--- config.mk ---
export PLATFORM = sky130hd
export DESIGN_NAME = multi_alarm_timekeeper
export DESIGN_NICKNAME = d
export VERILOG_FILES = /design/src/rtl/multi_alarm_timekeeper.sv
export SDC_FILE = /design/constraint.sdc
export NUM_CORES = 1
export LEC_CHECK = 0
export ABC_AREA = 1
export ABC_CLOCK_PERIOD_IN_PS = 2700
export CAP_MARGIN = 15
export CORE_ASPECT_RATIO = 1.25
export CORE_MARGIN = 2
export CORE_UTILIZATION = 40
export CTS_CLUSTER_SIZE = 28
export DETAILED_ROUTE_END_ITERATION = 16
export DONT_BUFFER_PORTS = 1
export GPL_ROUTABILITY_DRIVEN = 1
export PLACE_DENSITY = 0.54
export SETUP_SLACK_MARGIN = 0.5
export SYNTH_ARGS = -nofsm -noshare
export SYNTH_HDL_FRONTEND = slang
export SYNTH_SLANG_ARGS = --single-unit
--- constraint.sdc ---
create_clock -name clk -period 2.7 [get_ports clk]
set_input_delay 0.135 -clock clk [delete_from_list [all_inputs] [get_ports clk]]
set_output_delay 0.135 -clock clk [all_outputs]
set_load 0.02 [all_outputs]
--- src/rtl/multi_alarm_timekeeper.sv ---
`default_nettype none
// +-----------------------------------------------------------------------------+
// | Module      : multi_alarm_timekeeper                                        |
// | Description : 24 h BCD clock with N programmable alarms and a timed buzzer. |
// |               Optional snooze support is built when ALARM_SNOOZE_EN is      |
// |               defined.                                                      |
// | Revision    : 1.0 - initial release                                         |
// +-----------------------------------------------------------------------------+
module multi_alarm_timekeeper #(
   parameter int CLK_HZ      = 12000000,
   parameter int N_ALARMS    = 4,
   parameter int RING_SECS   = 10,
   parameter int SNOOZE_SECS = 300,
   localparam int AW = (N_ALARMS > 1) ? $clog2(N_ALARMS) : 1
) (
   input  logic                clk,
   input  logic                rst_n,
   input  logic                set_time_we,
   input  logic [23:0]         set_time,
   input  logic                alarm_we,
   input  logic [AW-1:0]       alarm_sel,
   input  logic [23:0]         alarm_time,
   input  logic                alarm_en_in,
   input  logic                stop,
   input  logic                snooze,
   output logic [23:0]         time_bcd,
   output logic                sec_tick,
   output logic                buzzer,
   output logic [N_ALARMS-1:0] alarm_hit
);

   localparam int PW = $clog2(CLK_HZ);
   localparam logic [PW-1:0] C_PRESC_MAX = PW'(CLK_HZ - 1);
   localparam logic [7:0]    C_RING      = RING_SECS[7:0];

   localparam logic [1:0] ST_IDLE    = 2'd0;
   localparam logic [1:0] ST_RINGING = 2'd1;
`ifdef ALARM_SNOOZE_EN
   localparam logic [1:0] ST_SNOOZED = 2'd2;
   localparam logic [15:0] C_SNOOZE  = SNOOZE_SECS[15:0];
`endif

   function automatic logic bcd_valid(input logic [23:0] t);
      bcd_valid = (t[23:20] <= 4'd2) && (t[19:16] <= 4'd9) &&
                  !((t[23:20] == 4'd2) && (t[19:16] > 4'd3)) &&
                  (t[15:12] <= 4'd5) && (t[11:8] <= 4'd9) &&
                  (t[7:4]   <= 4'd5) && (t[3:0]  <= 4'd9);
   endfunction

   // Ripple the carry digit by digit; hours wrap as a pair at 23.
   function automatic logic [23:0] bcd_inc(input logic [23:0] t);
      logic [3:0] ht, ho, mt, mo, st, so;
      {ht, ho, mt, mo, st, so} = t;
      if (so != 4'd9) so = so + 4'd1;
      else begin
         so = 4'd0;
         if (st != 4'd5) st = st + 4'd1;
         else begin
            st = 4'd0;
            if (mo != 4'd9) mo = mo + 4'd1;
            else begin
               mo = 4'd0;
               if (mt != 4'd5) mt = mt + 4'd1;
               else begin
                  mt = 4'd0;
                  if (ht == 4'd2 && ho == 4'd3) begin
                     ht = 4'd0;
                     ho = 4'd0;
                  end else if (ho == 4'd9) begin
                     ho = 4'd0;
                     ht = ht + 4'd1;
                  end else begin
                     ho = ho + 4'd1;
                  end
               end
            end
         end
      end
      bcd_inc = {ht, ho, mt, mo, st, so};
   endfunction

   logic [PW-1:0]       presc_q, presc_d;
   logic [23:0]         time_q, time_d;
   logic                sec_tick_q, sec_tick_d;
   logic                buzzer_q, buzzer_d;
   logic [N_ALARMS-1:0] hit_q, hit_d;
   logic [1:0]          state_q, state_d;
   logic [7:0]          ring_cnt_q, ring_cnt_d;
   logic [23:0]         alarm_time_q [N_ALARMS];
   logic [23:0]         alarm_time_d [N_ALARMS];
   logic [N_ALARMS-1:0] alarm_en_q, alarm_en_d;

   logic                w_set;
   logic                w_tick;
   logic                w_alarm_wr;
   logic [23:0]         w_time_next;
   logic [N_ALARMS-1:0] w_match;
   logic                w_any_match;

   assign w_set       = set_time_we && bcd_valid(set_time);
   assign w_tick      = !w_set && (presc_q == C_PRESC_MAX);
   assign w_time_next = bcd_inc(time_q);
   assign w_alarm_wr  = alarm_we && (32'(alarm_sel) < N_ALARMS) && bcd_valid(alarm_time);
   assign w_any_match = |w_match;

   genvar gi;
   generate
      for (gi = 0; gi < N_ALARMS; gi++) begin : g_match
         assign w_match[gi] = w_tick && alarm_en_q[gi] && (alarm_time_q[gi] == w_time_next);
      end
   endgenerate

   always_comb begin
      presc_d    = (w_set || w_tick) ? '0 : presc_q + PW'(1);
      time_d     = w_set ? set_time : (w_tick ? w_time_next : time_q);
      sec_tick_d = w_tick;
      alarm_time_d = alarm_time_q;
      alarm_en_d   = alarm_en_q;
      for (int i = 0; i < N_ALARMS; i++) begin
         if (w_alarm_wr && (alarm_sel == AW'(i))) begin
            alarm_time_d[i] = alarm_time;
            alarm_en_d[i]   = alarm_en_in;
         end
      end
   end

`ifdef ALARM_SNOOZE_EN
   logic [15:0] snz_cnt_q, snz_cnt_d;
`else
   logic unused_snooze;
   assign unused_snooze = snooze ^ (SNOOZE_SECS != 0);
`endif

   // A match always wins, even over a coincident stop; stop wins over snooze.
   always_comb begin
      state_d    = state_q;
      ring_cnt_d = ring_cnt_q;
      hit_d      = hit_q;
`ifdef ALARM_SNOOZE_EN
      snz_cnt_d  = snz_cnt_q;
`endif
      case (state_q)
         ST_IDLE: begin
            if (w_any_match) begin
               state_d    = ST_RINGING;
               ring_cnt_d = C_RING;
               hit_d      = w_match;
            end
         end
         ST_RINGING: begin
            if (w_any_match) begin
               ring_cnt_d = C_RING;
               hit_d      = stop ? w_match : (hit_q | w_match);
            end else if (stop) begin
               state_d = ST_IDLE;
               hit_d   = '0;
`ifdef ALARM_SNOOZE_EN
            end else if (snooze) begin
               state_d   = ST_SNOOZED;
               snz_cnt_d = C_SNOOZE;
`endif
            end else if (w_tick) begin
               if (ring_cnt_q == 8'd1) begin
                  state_d = ST_IDLE;
                  hit_d   = '0;
               end
               ring_cnt_d = ring_cnt_q - 8'd1;
            end
         end
`ifdef ALARM_SNOOZE_EN
         ST_SNOOZED: begin
            if (w_any_match) begin
               state_d    = ST_RINGING;
               ring_cnt_d = C_RING;
               hit_d      = stop ? w_match : (hit_q | w_match);
            end else if (stop) begin
               state_d = ST_IDLE;
               hit_d   = '0;
            end else if (w_tick) begin
               if (snz_cnt_q == 16'd1) begin
                  state_d    = ST_RINGING;
                  ring_cnt_d = C_RING;
               end
               snz_cnt_d = snz_cnt_q - 16'd1;
            end
         end
`endif
         default: begin
            state_d = ST_IDLE;
            hit_d   = '0;
         end
      endcase
      buzzer_d = (state_d == ST_RINGING);
   end

   always_ff @(posedge clk or negedge rst_n) begin
      if (!rst_n) begin
         presc_q    <= '0;
         time_q     <= '0;
         sec_tick_q <= 1'b0;
         buzzer_q   <= 1'b0;
         hit_q      <= '0;
         state_q    <= ST_IDLE;
         ring_cnt_q <= '0;
         alarm_en_q <= '0;
         for (int i = 0; i < N_ALARMS; i++) alarm_time_q[i] <= '0;
      end else begin
         presc_q      <= presc_d;
         time_q       <= time_d;
         sec_tick_q   <= sec_tick_d;
         buzzer_q     <= buzzer_d;
         hit_q        <= hit_d;
         state_q      <= state_d;
         ring_cnt_q   <= ring_cnt_d;
         alarm_en_q   <= alarm_en_d;
         alarm_time_q <= alarm_time_d;
      end
   end

`ifdef ALARM_SNOOZE_EN
   always_ff @(posedge clk or negedge rst_n) begin
      if (!rst_n) snz_cnt_q <= '0;
      else        snz_cnt_q <= snz_cnt_d;
   end
`endif

   assign time_bcd  = time_q;
   assign sec_tick  = sec_tick_q;
   assign buzzer    = buzzer_q;
   assign alarm_hit = hit_q;

endmodule
`default_nettype wire
==> results of run 1 <==
synth_stat cells (2+ instances only):
master and number:
buf_2 3, nand2_2 8, nor2_2 5, buf_4 3
xor2_1 11, nand3_1 162, xnor2_1 9, nor3b_1 3
o211ai_1 4, o21a_1 2, clkbuf_1 25, dfrtp_1 164
o2111ai_1 4, a21oi_1 27, o22ai_1 5, nor3_1 28
nand3_2 10, nand2_1 538, nor2_1 183, a31oi_1 2
nor4_1 2, o221ai_1 17, inv_2 3, o21ai_2 2
o21ai_0 95, nand3b_1 30, inv_1 219, ha_1 13
nand4_1 46, nor2_4 4
cell type report:
class | count | area [um^2] | share of cell area
Clock buffer | 20 | 437 | 0.0295
Clock inverter | 10 | 113 | 0.00760
Inverter | 222 | 838 | 0.0566
Multi-Input combinational cell | 1225 | 6590 | 0.445
Sequential cell | 164 | 4110 | 0.277
Tap cell | 345 | 432 | 0.0291
Timing Repair Buffer | 277 | 2290 | 0.155
registers in the layout, summed over array words and instances (netlist names):
register,cells
alarm_time_q,96
presc_q,24
time_bcd,24
ring_cnt_q,8
alarm_en_q,4
alarm_hit,4
state_q,2
buzzer,1
sec_tick,1
layout by cell type, fill, tap and decap left out, types with 29 or more instances in the layout:
cell type and instances:
nand3b_1 30, nand3_1 133, nand2_1 470, dfrtp_1 158
nand3_2 29, inv_1 210, o21ai_0 92, buf_4 211
dlygate4sd3_1 40, nor2_1 149, nor2_2 30, nand2_2 69
nand4_1 46
kinds of logic after synthesis:
group,Yosys count
flip-flops,164
XOR/XNOR,20
other,1
AO/OA/AOI/OAI,164
AND/OR/NAND/NOR,1026
buffers and inverters,253
adder cells (fa/ha/maj),13
report_power, final:
group | switching, mW | total (mW) | leakage, nW | internal [mW]
logic | 0.829 | 1.45 | 5.10 | 0.625
clock network | 1.05 | 2.39 | 0.254 | 1.34
registers | 0.125 | 2.69 | 2.25 | 2.56
path summary, 6_finish.rpt:
check                              startpoint               end
max in group asynchronous               rst_n  alarm_time_q[90]
worst max register to register    time_bcd[9]     ring_cnt_q[7]
min in group clk                  set_time[2]       time_bcd[2]
worst min register to register  alarm_en_q[3]     alarm_en_q[3]
worst min-delay path                    rst_n       presc_q[14]
worst max-delay path              time_bcd[9]     ring_cnt_q[7]
worst max-delay path: cells and delay by family (launching register included):
kind                       cells  cell delay (ns)
DFF                            1             0.41
buffers and inverters          5             0.56
and+or+nand+nor               17             1.60
adders and majority gates      1             0.15
stage by stage:
stage	setup TNS (ns)	instance area (um^2)
4_1_cts	-0.0645	14400
3_3_place_gp	-2.10	12700
5_1_grt	-2.86	14800
6_report	-0.672	14800
3_5_place_dp	-2.54	12700
2_1_floorplan	0	10900
metal layers:
layer  wire length, um  global-route usage
met5                13                   0
met3              1540              0.0394
met4              2400               0.155
met2             21300               0.533
met1             16800               0.355
repair_timing:
item / 4_1_cts / 5_1_grt
cloned: 2 / 0
setup buffers: 31 / 11
pin swaps: 41 / 24
resized for setup: 150 / 74
setup endpoints to repair: 20 / 38
hold endpoints to repair: 274 / 164
==> impl_metrics.tcl, run 1 <==
set metrics [dict create \
    cts_sinks 164 \
    worst_slack_ns -0.0772 \
    cts_max_path_buffers 2 \
    irDropWorstVdd_uv 372 \
    clk_latency_ns 0.45 \
    antenna_found_initial 1 \
    drc 0 \
    drv_cap 0 \
    crit_required_ns 3.09 \
    avgRoutedWirePerCell_um 18.6 \
    ys_ff_latch 164 \
    netlist_instances 1641 \
    synth_top_family_by_area "simple AND/OR/NAND/NOR gates" \
    grt_max_degree 165 \
    hp-class "in2async" \
    path_max_fanout 7 \
    yosysWarnings 0 \
    worst_hold_slack_ns -0.617 \
    r2r_cells 23 \
    synth.distinct_cells 44 \
    p_leak_nw 7.60 \
    power_density_nw_per_um2 441 \
    ios 87 \
    path_cells "inv_2 > ha_4 > nand2_4 > nor2_4 > buf_4 > nand3_4 > inv_4 > buf_4 > nand2_1 > nand2_2 > buf_4 > nand3b_1 > nand2_2 > nor2_1 > nand2_1 > nor2_1 > nand3_1 > nand2_2 > nor2_4 > nand2_1 > nor2_1 > nand3_1 > nand2_1" \
    power.total_mw 6.54 \
    synth.area.mux_share 0 \
    hold_viol 164 \
    final_util 0.554 \
    die_area_um2 28500 \
    grt_pass1_vias 11600 \
    period_share 1.03 \
    period_needed_ns 2.78 \
    avgViaCountPerCell 5.25 \
    std_cell_rows 67 \
    cpMaxStageDelayCell "dfrtp_2" \
    fmax_mhz 360 \
    dr.pass1.iters 7 \
    die_h_um 188 \
    placed_cells 2149 \
    fp.dieW_um 151 \
    num_vias 11900 \
    first_iter_violations 786 \
    drtAntennaViolNets 0 \
    violations "hold timing, setup timing" \
    fillers 2620 \
    worstPathArrival_ns 3.17 \
    ys.flop_type "dfrtp_1" \
    portBuffers 0 \
    layout.cells.non_filler 2263 \
    async_flop_share 1.00 \
    cts_buffers 17 \
    cts_hold_buf 40 \
    coreArea_um2 26700 \
    grtUsageTotal 0.303 \
    synth_fp_nets 1711 \
    clock-root-buffer "clkbuf_16" \
    overflow 0 \
    worstSetupEndpointType "flop" \
    clock-skew-final_ns 0.00975 \
    finalNetCount 1977 \
    worst-r2r-setup-slack_ns -0.08 \
    maxSlewHeadroom 0.555 \
    htreeDepth 4 \
    synth_top_area_share 0.378 \
    ys_top_cells_by_area "dfrtp_1 (38%), nand2_1 (19%), inv_1 (7.6%)" \
    worstMarginPinSlew_ns 0.665 \
    seq_area_frac_synth 0.378 \
    pre_cts_ws_ns -0.232 \
    dp_hpwl_um 31800 \
    grt_pass1_wl_um 64700 \
    finalSetupViolations 12 \
    n_antenna_cell 0 \
    synth_compound_area_frac 0.0879 \
    synth_area_um2 10900 \
    yosys.area_share.adder 0.0150 \
    clk_pin_slew_worst_paths_ns 0.07 \
    start_util 0.406 \
    critPathMaxStageDelay_ns 0.41 \
    synth_area_per_cell_um2 6.61 \
    synth-edff-count 0 \
    synthSimpleGateAreaFrac 0.414 \
    timing.critical_path.mode_cell "nand2_1" \
    cts_tree "yes" \
    drive_above_1_share 0.250 \
    status "complete, but fails checks" \
    place_congestion 1.00 \
    maxSlewViolCount 0 \
    synth-xor-area-share 0.0161 \
    syn_to_final_growth_pct 36.6 \
    wirelength_um 42100 \
    synth_top_area_cell "dfrtp_1" \
    rsz0062_at_grt "true" \
    startpoint_type "flop" \
    critical_path_class "reg2reg" \
]
Power figures use the tool's default switching activity.
==> run 2, diff against run 1 <==
--- a/config.mk
+++ b/config.mk
@@ -8,14 +8,16 @@
 export ABC_AREA = 1
 export ABC_CLOCK_PERIOD_IN_PS = 2700
 export CAP_MARGIN = 15
+export CELL_PAD_IN_SITES_DETAIL_PLACEMENT = 0
+export CELL_PAD_IN_SITES_GLOBAL_PLACEMENT = 2
 export CORE_ASPECT_RATIO = 1.25
 export CORE_MARGIN = 2
-export CORE_UTILIZATION = 40
+export CORE_UTILIZATION = 32
 export CTS_CLUSTER_SIZE = 28
 export DETAILED_ROUTE_END_ITERATION = 16
 export DONT_BUFFER_PORTS = 1
 export GPL_ROUTABILITY_DRIVEN = 1
-export PLACE_DENSITY = 0.54
+export PLACE_DENSITY = 0.74
 export SETUP_SLACK_MARGIN = 0.5
 export SYNTH_ARGS = -nofsm -noshare
 export SYNTH_HDL_FRONTEND = slang
==> run 2 against run 1 <==
Compared with the run above: the flow still finishes with violations (hold timing, setup timing); sequential power hardly changed; die area is 24% higher; clock skew is 0.00070 ns higher; fmax is 4.8% lower; largest cell class unchanged.
==> impl_metrics.tcl, run 2 (synthesized netlist as in run 1, its figures left out) <==
set metrics [dict create \
    clk_pin_slew_worst_paths_ns 0.07 \
    intPower_mw 4.78 \
    avgViaCountPerCell 4.93 \
    finalSetupViolations 14 \
    die_area_um2 35400 \
    rsz0062_at_grt "true" \
    cts_tree "yes" \
    fmax_mhz 343 \
    finalNetCount 2026 \
    worst_hold_slack_ns -0.632 \
    grtUsageTotal 0.261 \
    drtAntennaViolNets 0 \
    overflow 0 \
    power_density_nw_per_um2 448 \
    cts_max_path_buffers 2 \
    htreeDepth 4 \
    place_congestion 0.951 \
    fillers 3540 \
    final_util 0.457 \
    power.total_mw 6.86 \
    worstPathArrival_ns 3.28 \
    comb_power_share 0.227 \
    drv_cap 0 \
    worstSetupEndpointType "flop" \
    r2r-end "ring_cnt_q[5]" \
    syn_to_final_growth_pct 41.0 \
    worst_slack_ns -0.218 \
    drive_above_1_share 0.265 \
    dp_hpwl_um 35300 \
    status "complete, but fails checks" \
    swShare 0.304 \
    path_max_fanout 8 \
    seqPwrFrac 0.387 \
    portBuffers 0 \
    r2r_start "time_bcd[5]" \
    cts_buffers 17 \
    multi_input_area_um2 6560 \
    layout_common_cells "nand2_1 (468), buf_4 (274), inv_1 (212)" \
    seqCellArea_um2 4110 \
    n_antenna_cell 0 \
    cts_sinks 164 \
    grt_pass1_vias 11700 \
    hp-class "in2async" \
    period_share 1.08 \
    antenna_found_initial 1 \
    irDropWorstVdd_uv 397 \
    start_util 0.324 \
    maxSlewViolCount 0 \
    first_iter_violations 659 \
    startpoint_type "flop" \
    std_cell_rows 75 \
    crit_required_ns 3.06 \
    ios 87 \
    dr.pass1.iters 5 \
    grt_max_degree 165 \
    layout.cells.non_filler 2392 \
    r2r_cells 24 \
    p_clk_frac 0.386 \
    fp.dieW_um 169 \
    die_h_um 210 \
    postPlaceCellArea_um2 13300 \
    fin_area_um2 15300 \
    clock-skew-final_ns 0.0104 \
    avgRoutedWirePerCell_um 18.8 \
    period_needed_ns 2.92 \
    hold_viol 164 \
    critical_path_class "reg2reg" \
    worst-r2r-setup-slack_ns -0.22 \
    num_vias 11800 \
    power_switching_mw 2.08 \
    pre_cts_ws_ns -0.521 \
    final_common_cell "nand2_1" \
    wirelength_um 45000 \
    top_register "alarm_time_q" \
    maxSlewHeadroom 0.449 \
    cts_hold_buf 36 \
    drc 0 \
    p_leak_nw 7.88 \
    placed_cells 2294 \
    coreArea_um2 33500 \
    grt_pass1_wl_um 69000 \
    clock-root-buffer "clkbuf_16" \
    worstMarginPinSlew_ns 0.823 \
    violations "hold timing, setup timing" \
    largest_reg_flops 96 \
    clk_latency_ns 0.46 \
    fin_setup_tns_ns -2.54 \
]
[run 2: changes by cell type in the layout (fill, tap and decap cells not counted), moves of 3 or more]
cell	change
buf_4	+63
o21ai_2	-3
dlygate4sd3_1	-4
clkinv_2	-3
nand3_4	+3
o21ai_0	+3
buf_6	-11
nand3_2	-4
clkbuf_8	+3
[run 2: worst max path at each step]
stage | from | endpoint | slack [ns] | cells past startpoint
after floorplan | time_bcd[5] | ring_cnt_q[2] | 0.15 | 21
after global placement | time_bcd[3] | ring_cnt_q[2] | -0.42 | 20
after detailed placement | time_bcd[3] | alarm_hit[2] | -0.52 | 20
after CTS | time_bcd[5] | ring_cnt_q[4] | -0.17 | 23
after global routing | time_bcd[5] | ring_cnt_q[5] | -0.40 | 24
final | time_bcd[5] | ring_cnt_q[5] | -0.22 | 24
[run 2: power groups by stage]
stage               registers, mW  logic (mW)  clock network, mW
floorplan                    2.72       0.684                  0
global placement             2.69        1.32                  0
detailed placement           2.69        1.32                  0
CTS                          2.65        1.49               2.71
global route                 2.67        1.71               2.80
finish                       2.66        1.56               2.65
[run 2: worst max-delay path, cell delays in order (launching register included)]
cell and delay (ns):
dfrtp_2 0.41, inv_2 0.07, ha_4 0.13, nand2_2 0.06
nor2_4 0.20, nand2_4 0.11, nor2_4 0.20, buf_12 0.17
nand2_4 0.06, nand2_4 0.07, nand3_4 0.12, buf_6 0.14
nand2_2 0.04, nand2_1 0.04, inv_1 0.04, nand2_1 0.05
nor2_2 0.15, nand3_2 0.10, nand2_2 0.10, nor2_4 0.05
buf_6 0.11, nand3_4 0.07, nand3_4 0.15, nand2_2 0.11
nand2_2 0.04
[run 2: layout make-up]
class | instances | area share
clock buffers | 22 | 0.0310
clock inverters | 10 | 0.00965
inverters | 222 | 0.0546
multi-input cells | 1224 | 0.429
flip-flops and latches | 164 | 0.269
well taps | 423 | 0.0346
repair buffers | 327 | 0.173
[run 2: repair_timing]
action / 4_1_cts / 5_1_grt
resized for setup: 130 / 67
cloned: 0 / 0
pin swaps: 47 / 36
hold endpoints to repair: 265 / 164
setup endpoints to repair: 21 / 25
buffers inserted: 24 / 6
[run 2: layer usage]
metal	share of wire	routed length, um	vias to the layer above	track usage
met2	0.51	23200	224	0.474
met4	0.039	1740	2	0.108
met3	0.031	1410	59	0.0334
met1	0.41	18700	5588	0.309
li1	-	-	5912	-
met5	0.00031	14	-	0
==> run 3, diff against run 2 <==
--- a/config.mk
+++ b/config.mk
@@ -11,7 +11,7 @@
 export CELL_PAD_IN_SITES_DETAIL_PLACEMENT = 0
 export CELL_PAD_IN_SITES_GLOBAL_PLACEMENT = 2
 export CORE_ASPECT_RATIO = 1.25
-export CORE_MARGIN = 2
+export CORE_MARGIN = 3
 export CORE_UTILIZATION = 32
 export CTS_CLUSTER_SIZE = 28
 export DETAILED_ROUTE_END_ITERATION = 16
==> run 3 against run 2 <==
Compared with the run above: the run still ends with hold timing, setup timing left; wire length increased by 0.29%; sequential cell count unchanged; via count decreased by 0.75%; register-to-register slack improved by 0.04 ns; clock power increased by 2%; power increased by 0.98%; die area increased by 2.1%; clock-buffer cell count decreased by 5; non-clock buffer count decreased by 8; combinational power about the same; largest power group is now the clock network; highest routed layer is now met4.
==> impl_metrics.tcl, run 3 (synthesized netlist as in run 1, its figures left out) <==
set metrics [dict create \
    start_util 0.328 \
    avgRoutedWirePerCell_um 19.0 \
    num_vias 11700 \
    power_density_nw_per_um2 453 \
    crit_family "simple AND/OR/NAND/NOR gates" \
    worstPathArrival_ns 3.23 \
    wirelength_um 45200 \
    p_clk_frac 0.388 \
    overflow 0 \
    grt_pass1_wl_um 69000 \
    syn_to_final_growth_pct 40.9 \
    coreArea_um2 33100 \
    std_cell_rows 74 \
    worst-r2r-setup-slack_ns -0.18 \
    timing.critical_path.mode_cell "nand2_1" \
    top_register "alarm_time_q" \
    clock-skew-final_ns 0.0124 \
    worst_hold_slack_ns -0.640 \
    ios 87 \
    path_max_fanout 8 \
    portBuffers 0 \
    first_iter_violations 717 \
    rsz0062_at_grt "true" \
    pre_cts_ws_ns -0.416 \
    drive_above_1_share 0.253 \
    cts_hold_buf 38 \
    drtAntennaViolNets 0 \
    swShare 0.316 \
    avgViaCountPerCell 4.91 \
    cp_num_buf_inv 3 \
    critical_path_class "reg2reg" \
    fmax_mhz 347 \
    cpMaxStageDelayCell "dfrtp_2" \
    hold_viol 164 \
    maxSlewHeadroom 0.500 \
    die_area_um2 36200 \
    largest_reg_flops 96 \
    dr.pass1.iters 5 \
    drc 0 \
    irDropWorstVdd_uv 395 \
    period_needed_ns 2.88 \
    comb_power_share 0.227 \
    seqPwrFrac 0.384 \
    cts_sinks 164 \
    grtUsageTotal 0.255 \
    cts_buffers 17 \
    cts_max_path_buffers 2 \
    final_util 0.462 \
    grt_max_degree 165 \
    dp_hpwl_um 35700 \
    antenna_found_initial 0 \
    crit_required_ns 3.05 \
    worstSetupEndpointType "flop" \
    n_antenna_cell 0 \
    clk_latency_ns 0.46 \
    r2r_start "time_bcd[5]" \
    cts_tree "yes" \
    final_common_cell "nand2_1" \
    intPower_mw 4.74 \
    worstMarginPinSlew_ns 0.747 \
    fin_area_um2 15300 \
    startpoint_type "flop" \
    p_leak_nw 7.90 \
    postPlaceCellArea_um2 13200 \
    drv_cap 0 \
    status "complete, but fails checks" \
    worst_slack_ns -0.181 \
    power_switching_mw 2.19 \
    clk_pin_slew_worst_paths_ns 0.08 \
    grt_pass1_vias 11800 \
    maxSlewViolCount 0 \
    critPathLaunch "time_bcd[5]" \
    place_congestion 0.943 \
    finalNetCount 2019 \
    finalSetupViolations 14 \
    fillers 3420 \
    fp.dieW_um 171 \
    critPathMaxStageDelay_ns 0.43 \
    die_h_um 212 \
    clock-root-buffer "clkbuf_16" \
    period_share 1.07 \
    hp-class "in2async" \
    violations "hold timing, setup timing" \
    path_cells "inv_4 > ha_4 > nand2_4 > nor2_4 > nand2_4 > buf_6 > nand2_2 > o21ai_4 > buf_4 > nand2_4 > o21ai_0 > nor2_1 > nand2_1 > nor2_1 > nand2_1 > nor2_1 > nand2_1 > nand2_2 > nor2_4 > nand3_2 > nand3_4 > nand2_1 > nand2_1" \
    layout_common_cells "nand2_1 (474), buf_4 (253), inv_1 (214)" \
    htreeDepth 4 \
]
-- run 3: changes by cell type in the layout (fill, tap and decap cells not counted), sizes merged --
cell         previous run  this run
inv                   224       228
clkinv                  2         3
nand3                 172       173
dlygate4sd3            36        38
buf                   291       281
clkbuf                 22        17
-- run 3: path summary, 6_finish.rpt --
kind	end	cells after the start
max in group asynchronous	time_bcd[3]	0
worst max register to register	ring_cnt_q[2]	23
worst min-delay path	presc_q[13]	0
min in group clk	alarm_time_q[90]	2
worst max-delay path	ring_cnt_q[2]	23
worst min register to register	presc_q[23]	1
-- run 3: power groups by stage --
stage | sequential, mW | combinational, mW | clock, mW
floorplan | 2.72 | 0.684 | 0
finish | 2.66 | 1.57 | 2.69
global placement | 2.69 | 1.31 | 0
global route | 2.67 | 1.74 | 2.82
detailed placement | 2.69 | 1.32 | 0
CTS | 2.66 | 1.50 | 2.73
-- run 3: cell type report --
class	count	area (um^2)	area share
clock buffer	17	425	0.0278
clock inverter	15	194	0.0127
inverter	222	842	0.0551
multi-input combinational	1225	6540	0.428
sequential	164	4110	0.269
tap	418	523	0.0342
timing repair buffer	319	2650	0.173
-- run 3: worst reg2reg max path, delay by kind of cell (launching register included) --
| family | cells | cell delay, ns |
|---|---|---|
| adder cells (fa/ha/maj) | 1 | 0.14 |
| flip-flops | 1 | 0.43 |
| AO/OA/AOI/OAI | 2 | 0.17 |
| buffers and inverters | 3 | 0.38 |
| AND/OR/NAND/NOR | 17 | 1.64 |
-- run 3: repair_timing --
item	in CTS	in global routing
resized for setup	144	54
gates cloned	1	0
setup buffers	28	14
hold endpoints to repair	268	164
endpoints found under the setup margin	39	30
pin swaps	58	33
-- run 3: per-layer routing --
layer | GRT usage | vias up | part of all wire
met1 | 0.290 | 5531 | 0.40
met2 | 0.461 | 175 | 0.52
met5 | 0 | - | 0
li1 | - | 5914 | -
met3 | 0.0357 | 77 | 0.028
met4 | 0.129 | 0 | 0.051
-- run 3: metrics by stage --
step	TNS, ns	power [mW]	hold slack [ns]	instances
floorplan	0	3.40	-0.161	1641
global placement	-5.14	4.00	-0.155	2267
detailed placement	-5.31	4.01	-0.156	2267
CTS	-1.78	6.89	-0.654	2366
global route	-4.84	7.22	-0.653	2380
finish	-2.19	6.93	-0.640	2380
